<file path="src/rtl/regfile_pkg.sv">
// Shared defaults and helpers for the integer register file and its scoreboard.
package regfile_pkg;

  localparam int WIDTH_DEF = 32;
  localparam int SIZE_DEF  = 32;

  function automatic int idx_w(input int size);
    return $clog2(size);
  endfunction

  // Pending vector for the default configuration; bit 0 is unused since x0 is never pending.
  typedef logic [SIZE_DEF-1:0] pending_vec_t;

endpackage

</file>
<file path="src/rtl/regfile_scoreboard.sv">
// Per-register pending bits: claim sets, writeback clears, and read ports report readiness.
module regfile_scoreboard
  import regfile_pkg::*;
#(
  parameter int SIZE   = SIZE_DEF,
  parameter int NUM_RD = 2,
  parameter int NUM_WR = 1,
  parameter int BYPASS = 1,
  parameter int IW     = idx_w(SIZE)
) (
  input  logic                 clk,
  input  logic                 reset,
  input  logic [NUM_WR-1:0]    wr_en_i,
  input  logic [NUM_WR*IW-1:0] wr_index_i,
  input  logic                 claim_en_i,
  input  logic [IW-1:0]        claim_index_i,
  input  logic [NUM_RD-1:0]    rd_en_i,
  input  logic [NUM_RD*IW-1:0] rd_index_i,
  output logic [NUM_RD-1:0]    rd_ready_o,
  output logic                 sb_empty_o
);

  // Zero-extend before comparing so non-power-of-two sizes reject the upper indices.
  function automatic logic idx_ok(input logic [IW-1:0] idx);
    return (idx != '0) && ({{(32-IW){1'b0}}, idx} < 32'(SIZE));
  endfunction

  logic [SIZE-1:1]   pending_q, pending_d;
  logic [NUM_WR-1:0] wr_vld;

  always_comb begin
    for (int p = 0; p < NUM_WR; p++)
      wr_vld[p] = wr_en_i[p] && idx_ok(wr_index_i[p*IW +: IW]);
  end

  // Claim is applied after the clears so a same-cycle claim+write leaves the register pending.
  always_comb begin
    pending_d = pending_q;
    for (int p = 0; p < NUM_WR; p++)
      if (wr_vld[p]) pending_d[wr_index_i[p*IW +: IW]] = 1'b0;
    if (claim_en_i && idx_ok(claim_index_i)) pending_d[claim_index_i] = 1'b1;
  end

  always_ff @(posedge clk) begin
    if (reset) pending_q <= '0;
    else       pending_q <= pending_d;
  end

  for (genvar r = 0; r < NUM_RD; r++) begin : g_rd
    logic [IW-1:0] idx;
    logic          hit;
    logic          rdy;

    assign idx = rd_index_i[r*IW +: IW];

    always_comb begin
      hit = 1'b0;
      for (int p = 0; p < NUM_WR; p++)
        if (wr_vld[p] && wr_index_i[p*IW +: IW] == idx) hit = 1'b1;
    end

    always_comb begin
      rdy = 1'b1;
      if (rd_en_i[r] && idx_ok(idx))
        rdy = (BYPASS != 0 && hit) ? 1'b1 : !pending_q[idx];
    end

    assign rd_ready_o[r] = rdy;
  end

  assign sb_empty_o = ~|pending_q;

endmodule

</file>
<file path="src/rtl/regfile_sb.sv">
// Multi-port integer register file (x0 hardwired to zero) with an integrated hazard scoreboard.
module regfile_sb
  import regfile_pkg::*;
#(
  parameter int WIDTH  = WIDTH_DEF,
  parameter int SIZE   = SIZE_DEF,
  parameter int NUM_RD = 2,
  parameter int NUM_WR = 1,
  parameter int BYPASS = 1,
  localparam int IW    = idx_w(SIZE)
) (
  input  logic                    clk,
  input  logic                    reset,
  input  logic [NUM_WR-1:0]       wr_en_i,
  input  logic [NUM_WR*IW-1:0]    wr_index_i,
  input  logic [NUM_WR*WIDTH-1:0] wr_data_i,
  input  logic [NUM_RD-1:0]       rd_en_i,
  input  logic [NUM_RD*IW-1:0]    rd_index_i,
  output logic [NUM_RD*WIDTH-1:0] rd_data_o,
  output logic [NUM_RD-1:0]       rd_ready_o,
  input  logic                    claim_en_i,
  input  logic [IW-1:0]           claim_index_i,
  output logic                    sb_empty_o
);

  function automatic logic idx_ok(input logic [IW-1:0] idx);
    return (idx != '0) && ({{(32-IW){1'b0}}, idx} < 32'(SIZE));
  endfunction

  logic [SIZE-1:1][WIDTH-1:0] regs_q, regs_d;
  logic [NUM_WR-1:0]          wr_vld;

  always_comb begin
    for (int p = 0; p < NUM_WR; p++)
      wr_vld[p] = wr_en_i[p] && idx_ok(wr_index_i[p*IW +: IW]);
  end

  // Ascending port order: the highest-numbered port writing an index wins.
  always_comb begin
    regs_d = regs_q;
    for (int p = 0; p < NUM_WR; p++)
      if (wr_vld[p]) regs_d[wr_index_i[p*IW +: IW]] = wr_data_i[p*WIDTH +: WIDTH];
  end

  always_ff @(posedge clk) begin
    if (reset) regs_q <= '0;
    else       regs_q <= regs_d;
  end

  for (genvar r = 0; r < NUM_RD; r++) begin : g_rd
    logic [IW-1:0]    idx;
    logic [WIDTH-1:0] data;

    assign idx = rd_index_i[r*IW +: IW];

    always_comb begin
      data = '0;
      if (rd_en_i[r] && idx_ok(idx)) begin
        data = regs_q[idx];
        if (BYPASS != 0)
          for (int p = 0; p < NUM_WR; p++)
            if (wr_vld[p] && wr_index_i[p*IW +: IW] == idx) data = wr_data_i[p*WIDTH +: WIDTH];
      end
    end

    assign rd_data_o[r*WIDTH +: WIDTH] = data;
  end

  regfile_scoreboard #(
    .SIZE   (SIZE),
    .NUM_RD (NUM_RD),
    .NUM_WR (NUM_WR),
    .BYPASS (BYPASS),
    .IW     (IW)
  ) u_sb (
    .clk           (clk),
    .reset         (reset),
    .wr_en_i       (wr_en_i),
    .wr_index_i    (wr_index_i),
    .claim_en_i    (claim_en_i),
    .claim_index_i (claim_index_i),
    .rd_en_i       (rd_en_i),
    .rd_index_i    (rd_index_i),
    .rd_ready_o    (rd_ready_o),
    .sb_empty_o    (sb_empty_o)
  );

endmodule

</file>
<file path="config.mk">
export PLATFORM = sky130hd
export DESIGN_NAME = regfile_sb
export DESIGN_NICKNAME = d
export VERILOG_FILES = /design/src/rtl/regfile_pkg.sv /design/src/rtl/regfile_scoreboard.sv /design/src/rtl/regfile_sb.sv
export SDC_FILE = /design/constraint.sdc
export NUM_CORES = 2
export LEC_CHECK = 0
export CORE_AREA = 2 2 433 435
export DETAILED_ROUTE_END_ITERATION = 8
export DIE_AREA = 0 0 435 437
export GPL_TIMING_DRIVEN = 0
export HOLD_SLACK_MARGIN = 0.02
export SETUP_SLACK_MARGIN = 0.02
export SYNTH_ARGS = -nofsm -noshare
export SYNTH_HDL_FRONTEND = slang
export SYNTH_HIERARCHICAL = 1
export SYNTH_SLANG_ARGS = --single-unit
export TNS_END_PERCENT = 1
</file>
<file path="constraint.sdc">
create_clock -name clk -period 7.15 [get_ports clk]
set_input_delay 1.43 -clock clk [delete_from_list [all_inputs] [get_ports clk]]
set_output_delay 1.43 -clock clk [all_outputs]
set_load 0.01 [all_outputs]
</file>
Word-level counts from Yosys, hierarchy flattened
Cells that the tools add are included.
{"block": "totals", "ff_bits": 1023, "inputBits": 58, "output_inout_bits": 67, "word_cells": 86}
{"block": "op_classes", "n_lt_le_gt_ge": 6, "n_eq_ne": 2, "mux": 27, "bitwise": 3, "n_reduce_logical": 16}
{"operator": "bitwise mux 992 bit", "n": 1}
{"operator": "binary-select mux 32 bit (select 5 bit)", "n": 2}
{"operator": "two-way mux 32 bit", "n": 7}
{"operator": "demux 32 bit (select 5 bit)", "n": 1}
{"operator": "two-way mux 31 bit", "n": 2}
{"operator": "bitwise AND 31 bit", "n": 1}
{"operator": "NOT 31 bit", "n": 1}
{"operator": "OR 31 bit", "n": 1}
{"operator": "OR reduction 31 bit", "n": 1}
{"operator": "< comparator 5 x 6 -> 1 bit (second input constant)", "n": 4}
{"operator": "nonzero test 5 bit", "n": 4}
{"operator": "binary-select mux 1 bit (select 5 bit)", "n": 2}
{"operator": "demux 1 bit (select 5 bit)", "n": 2}
{"operator": "equality test 5 bit", "n": 2}
{"operator": "greater-or-equal comparator 5 x 1 -> 1 bit (second input constant)", "n": 2}
{"operator": "two-way mux 1 bit", "n": 10}
{"operator": "logical AND 1 bit", "n": 8}
{"operator": "logical NOT 1 bit", "n": 3}

Depth between registers and ports, before layout
{"block": "depth", "word_depth": 9, "mapped_depth": 9, "mapped_depth_nobuf": 5}

By module
Netlist, hierarchy kept.
{"module": "regfile_sb", "n_inst": 1, "cells_each": 6120, "area_each_um2": 51506.9, "seq_area_each_um2": 19859.0}
{"module": "regfile_scoreboard", "n_inst": 1, "cells_each": 246, "area_each_um2": 2072.0, "seq_area_each_um2": 620.6}

Least setup slack after synthesis
OpenSTA, ideal clock, no wires.
{"block": "synth_timing", "path_type": "in2out", "from": "input port rd_index_i[0]", "to": "output port rd_data_o[6]", "t_arrival_ns": 3.034, "required_ns": 5.720, "setup_slack_ns": 2.686, "stages": 7, "path_buffers": 3, "cell_sequence": "buf_4 buf_6 buf_2 mux4_2 a22oi_1 nand3_1 a32o_1"}
{"block": "synth_via", "elab_chain_cells": 4, "word_cells_on_any_way": 8, "classes_between": "eq/ne (1); mux (4); reduce/logical (3)"}
{"element": "start, declared", "line_no": "regfile_sb.sv:18", "text": "input logic [NUM_RD*IW-1:0] rd_index_i,"}
{"element": "binary-select mux 32 bit (select 5 bit) / equality test 5 bit (equally long branches)", "line_no": "regfile_sb.sv:59, regfile_sb.sv:62"}
{"element": "two-way mux 32 bit (implied by the code) / logical AND 1 bit (equally long branches)", "line_no": "regfile_sb.sv:59, regfile_sb.sv:62"}
{"element": "two-way mux 32 bit", "line_no": "regfile_sb.sv:62", "text": "if (wr_vld[p] && wr_index_i[p*IW +: IW] == idx) data = wr_data_i[p*WIDTH +: WIDTH];"}
{"element": "two-way mux 32 bit *", "line_no": "regfile_sb.sv:58", "text": "if (rd_en_i[r] && idx_ok(idx)) begin"}
{"element": "end, declared", "line_no": "regfile_sb.sv:19", "text": "output logic [NUM_RD*WIDTH-1:0] rd_data_o,"}
Every way passes the cells marked *; elsewhere a longest branch is shown, timed or not. The select of a mux whose other input is x is not followed.

Worst setup path after layout
{"block": "layout_timing", "from": "input port rd_index_i[0]", "to": "output port rd_data_o[31]"}
The elaborated chain is that of the path after synthesis.

==> flow_summary_export.csv <==
group,metric,value,unit
synth,synth_seq_cells,1023,
die,io_pins,125,
grt,first_global_vias,50300,
routing,firstDrtPassIters,9,
synth,synth_top_family_by_area,"multiplexers",
critical_path,critPathMaxStageDelay,0.74,ns
timing,fin_setup_tns,-3.76,ns
synth,ys.flop_type,"dfxtp_1",
hold_path,hp-start,"regs_q[583]",
cells_and_area,finalInstanceArea,0.0622,mm²
pwr,ir_worst_vdd,0.212,mV
critical_path,worstSetupPathType,"in -> out",
synth,yosys.area_share.simple,0.182,
grt,grt_max_degree,19,
die,coreArea,0.185,mm²
cells_and_area,synthToLayoutAreaGrowth,16.1,%
cells_and_area,layout-drive-gt1-share,0.142,
die,die_height,437,µm
synth,synthMuxAreaShare,0.209,
clock_network,cts-root-buf,"clkbuf_16",
timing,hold_viol_final,0,
clock_network,clock_sinks,1023,
placement,dp_hpwl,247000,µm
clock_network,cts_made_buffers,120,
pwr,sw_frac_of_total,0.294,
critical_path,rr_endpoint,"regs_q[317]",
timing,hold_slack,0.465,ns
hold_path,whs_endpoint,"regs_q[583]",
die,rows,158,
grt,grtUsageTotal,0.323,
pwr,pwr-share-comb,0.123,
pwr,power.density,230,mW/mm²
timing,fin_crit_sh,1.04,
synth,syn_area,0.0536,mm²
pwr,internal_power,10.1,mW
grt,gr-usage-met2,0.471,
placement,io_buffers,88,
timing,clock.fmax,134,MHz
placement,pre_cts_slack,-1.60,ns
routing,wl_per_cell,34.9,µm
cells_and_area,layout.cells.most_common,"nand2_1",
timing,post-route-min-period,7.44,ns
die,die_x,435,µm
die,dieArea,0.190,mm²
synth,syn_avg_cell_area,8.42,µm²
synth,synth-adder-area-share,0,
synth,ys_seq_area_frac,0.382,
synth,synthXorXnorAreaFrac,0.00327,
pwr,p_seq_frac,0.404,
grt,use_met1,0.392,
synth,synth-edff-count,0,
cells_and_area,utilization,0.336,
clock_network,path_clk_slew,0.06,ns
critical_path,crit_path_start_kind,"input pin",
pwr,pwr-share-clk,0.473,
synth,syn_inst,6366,
cells_and_area,nets,6638,
pwr,p_sw,4.20,mW
timing,skew,0,ns
die,initial_utilization,0.290,
hold_path,holdPathStages,2,
critical_path,end_kind,"primary output",
timing,setup_violations,37,
run_status,violations,"max-capacitance violations, max-slew violations, negative setup slack",
timing,slew_headroom,-0.0833,
synth,ys_warn_count,6,
routing,ant_nets,0,
grt,grt_pass1_wl,426000,µm
clock_network,hold_buffers,0,
critical_path,cp.arrival,6.01,ns
critical_path,crit_required,5.72,ns
pwr,p_total,14.3,mW
clock_network,cts_tree,"done",
synth,async_flop_share,0,
hold_path,hp-class,"reg -> reg",
grt,grt_overflow_total,0,
critical_path,crit_top_cell,"buf_4",
routing,first_iter_violations,8871,
synth,synth_compound_area_frac,0.167,
routing,routed_wl,320000,µm
placement,place_area,0.0576,mm²
cells_and_area,layout.cells.non_filler,9182,
grt,antenna_found_initial,28,
critical_path,reg2reg_slack,6.29,ns
routing,vias_per_cell,6.03,
critical_path,crit_fanout,10,
grt,met3_usage,0.0979,
timing,rsz0062_at_grt,"yes",
routing,via_count,55400,
clock_network,clock_latency,0.76,ns
timing,setup_slack,-0.292,ns
flow_run,maxCapViolCount,1,
cells_and_area,final_cell_mix,"nand2_1, a21oi_1, dfxtp_1, clkbuf_1, mux4_2",
timing,worst_slew_pin_slew,1.63,ns
grt,busiest_layer,"met2",
timing,drv_slew,11,
critical_path,critical_path.slowest_cell,"clkdlybuf4s50_1",
critical_path,r2r_start,"regs_q[317]",
critical_path,rr_worst_depth,2,
pwr,p_leak,19.8,nW
synth,yosysUniqueCellTypes,66,
clock_network,htreeDepth,3,
placement,gp_congestion,1.02,
critical_path,crit_chain,"clkdlybuf4s50_1 -> buf_4 -> buf_6 -> buf_6 -> buf_4 -> nand3b_1 -> buf_4 -> o221ai_1 -> a211oi_1 -> o32ai_2 -> clkdlybuf4s50_1",
clock_network,cts_buffer_depth,3,
routing,drc,0,
placement,dp.cells,8936,
synth,synth_nets,6424,
run_status,outcome,"finished, violations left",
[layout make-up]
| type | count | area [µm²] |
|---|---|---|
| flip-flops and latches | 1023 | 20500 |
| diodes | 24 | 60.1 |
| inverters | 13 | 50.0 |
| multi-input cells | 4661 | 30200 |
| fillers | 19500 | 123000 |
| plain buffers | 668 | 3090 |
| clock inverters | 45 | 718 |
| clock buffers | 175 | 3550 |
| well taps | 2480 | 3100 |
| repair buffers | 93 | 933 |
[registers in the layout, indices dropped and copies added (netlist names)]
register and cells:
regs_q 992, u_sb/pending_q 31
[cells by family (layout without fill, tap and decap cells)]
group,Yosys count,after routing
buffers and inverters,682,994
other,0,24
XOR/XNOR,20,20
AO/OA/AOI/OAI,1535,1535
flip-flops,1023,1023
multiplexers,642,642
AND/OR/NAND/NOR,2464,2464
[what timing repair did]
item                                   CTS  global route
gates resized for setup                 73             7
endpoints found under the hold margin    0             0
setup endpoints to repair               62            25
pin swaps                                0             1
gates cloned                             0             0
buffers inserted                         3             0
[critical path: cells and delay by family]
| family | cells | cell delay [ns] |
|---|---|---|
| simple gates | 1 | 0.13 |
| compound gates | 3 | 1.39 |
| buf+inv | 7 | 3.01 |
[how the worst max path moves through the flow]
stage	start	end	slack, ns
finish	rd_index_i[0]	rd_data_o[31]	-0.29
global route	rd_index_i[7]	rd_data_o[57]	-0.009
CTS	rd_index_i[0]	rd_data_o[26]	-0.06
detailed placement	rd_index_i[3]	rd_data_o[25]	-1.60
global placement	rd_index_i[3]	rd_data_o[25]	-1.57
floorplan	rd_index_i[0]	rd_data_o[6]	2.69
[layer usage]
layer  vias to the layer above  share of wire  wire length [µm]
li1                      22800              -                 -
met1                     27200           0.36            116000
met2                      4185           0.42            133000
met3                      1156           0.12             39300
met4                        16          0.099             31800
met5                         -        0.00039               124
[cells in the mapped netlist, types with 48 or more instances]
cell type,instances,area (µm²)
nor2_1,113,424
clkbuf_1,446,1670
a22oi_1,64,480
buf_2,131,656
mux2_2,99,1110
mux2i_1,171,1710
mux4_2,364,8200
a221oi_1,69,604
dfxtp_1,1023,20500
o22ai_1,62,388
nand2_1,2129,7990
a21oi_1,1078,5400
o21ai_0,54,270
buf_4,48,360
[power groups by stage]
stage / combinational, mW / clock [mW] / sequential [mW]
2_1_floorplan: 0.775 / 0 / 5.89
4_1_cts: 1.66 / 6.74 / 5.78
3_3_place_gp: 1.64 / 0 / 5.90
3_5_place_dp: 1.64 / 0 / 5.90
5_1_grt: 1.72 / 6.95 / 5.78
6_report: 1.76 / 6.76 / 5.78
(Power assumes the default switching activity.)
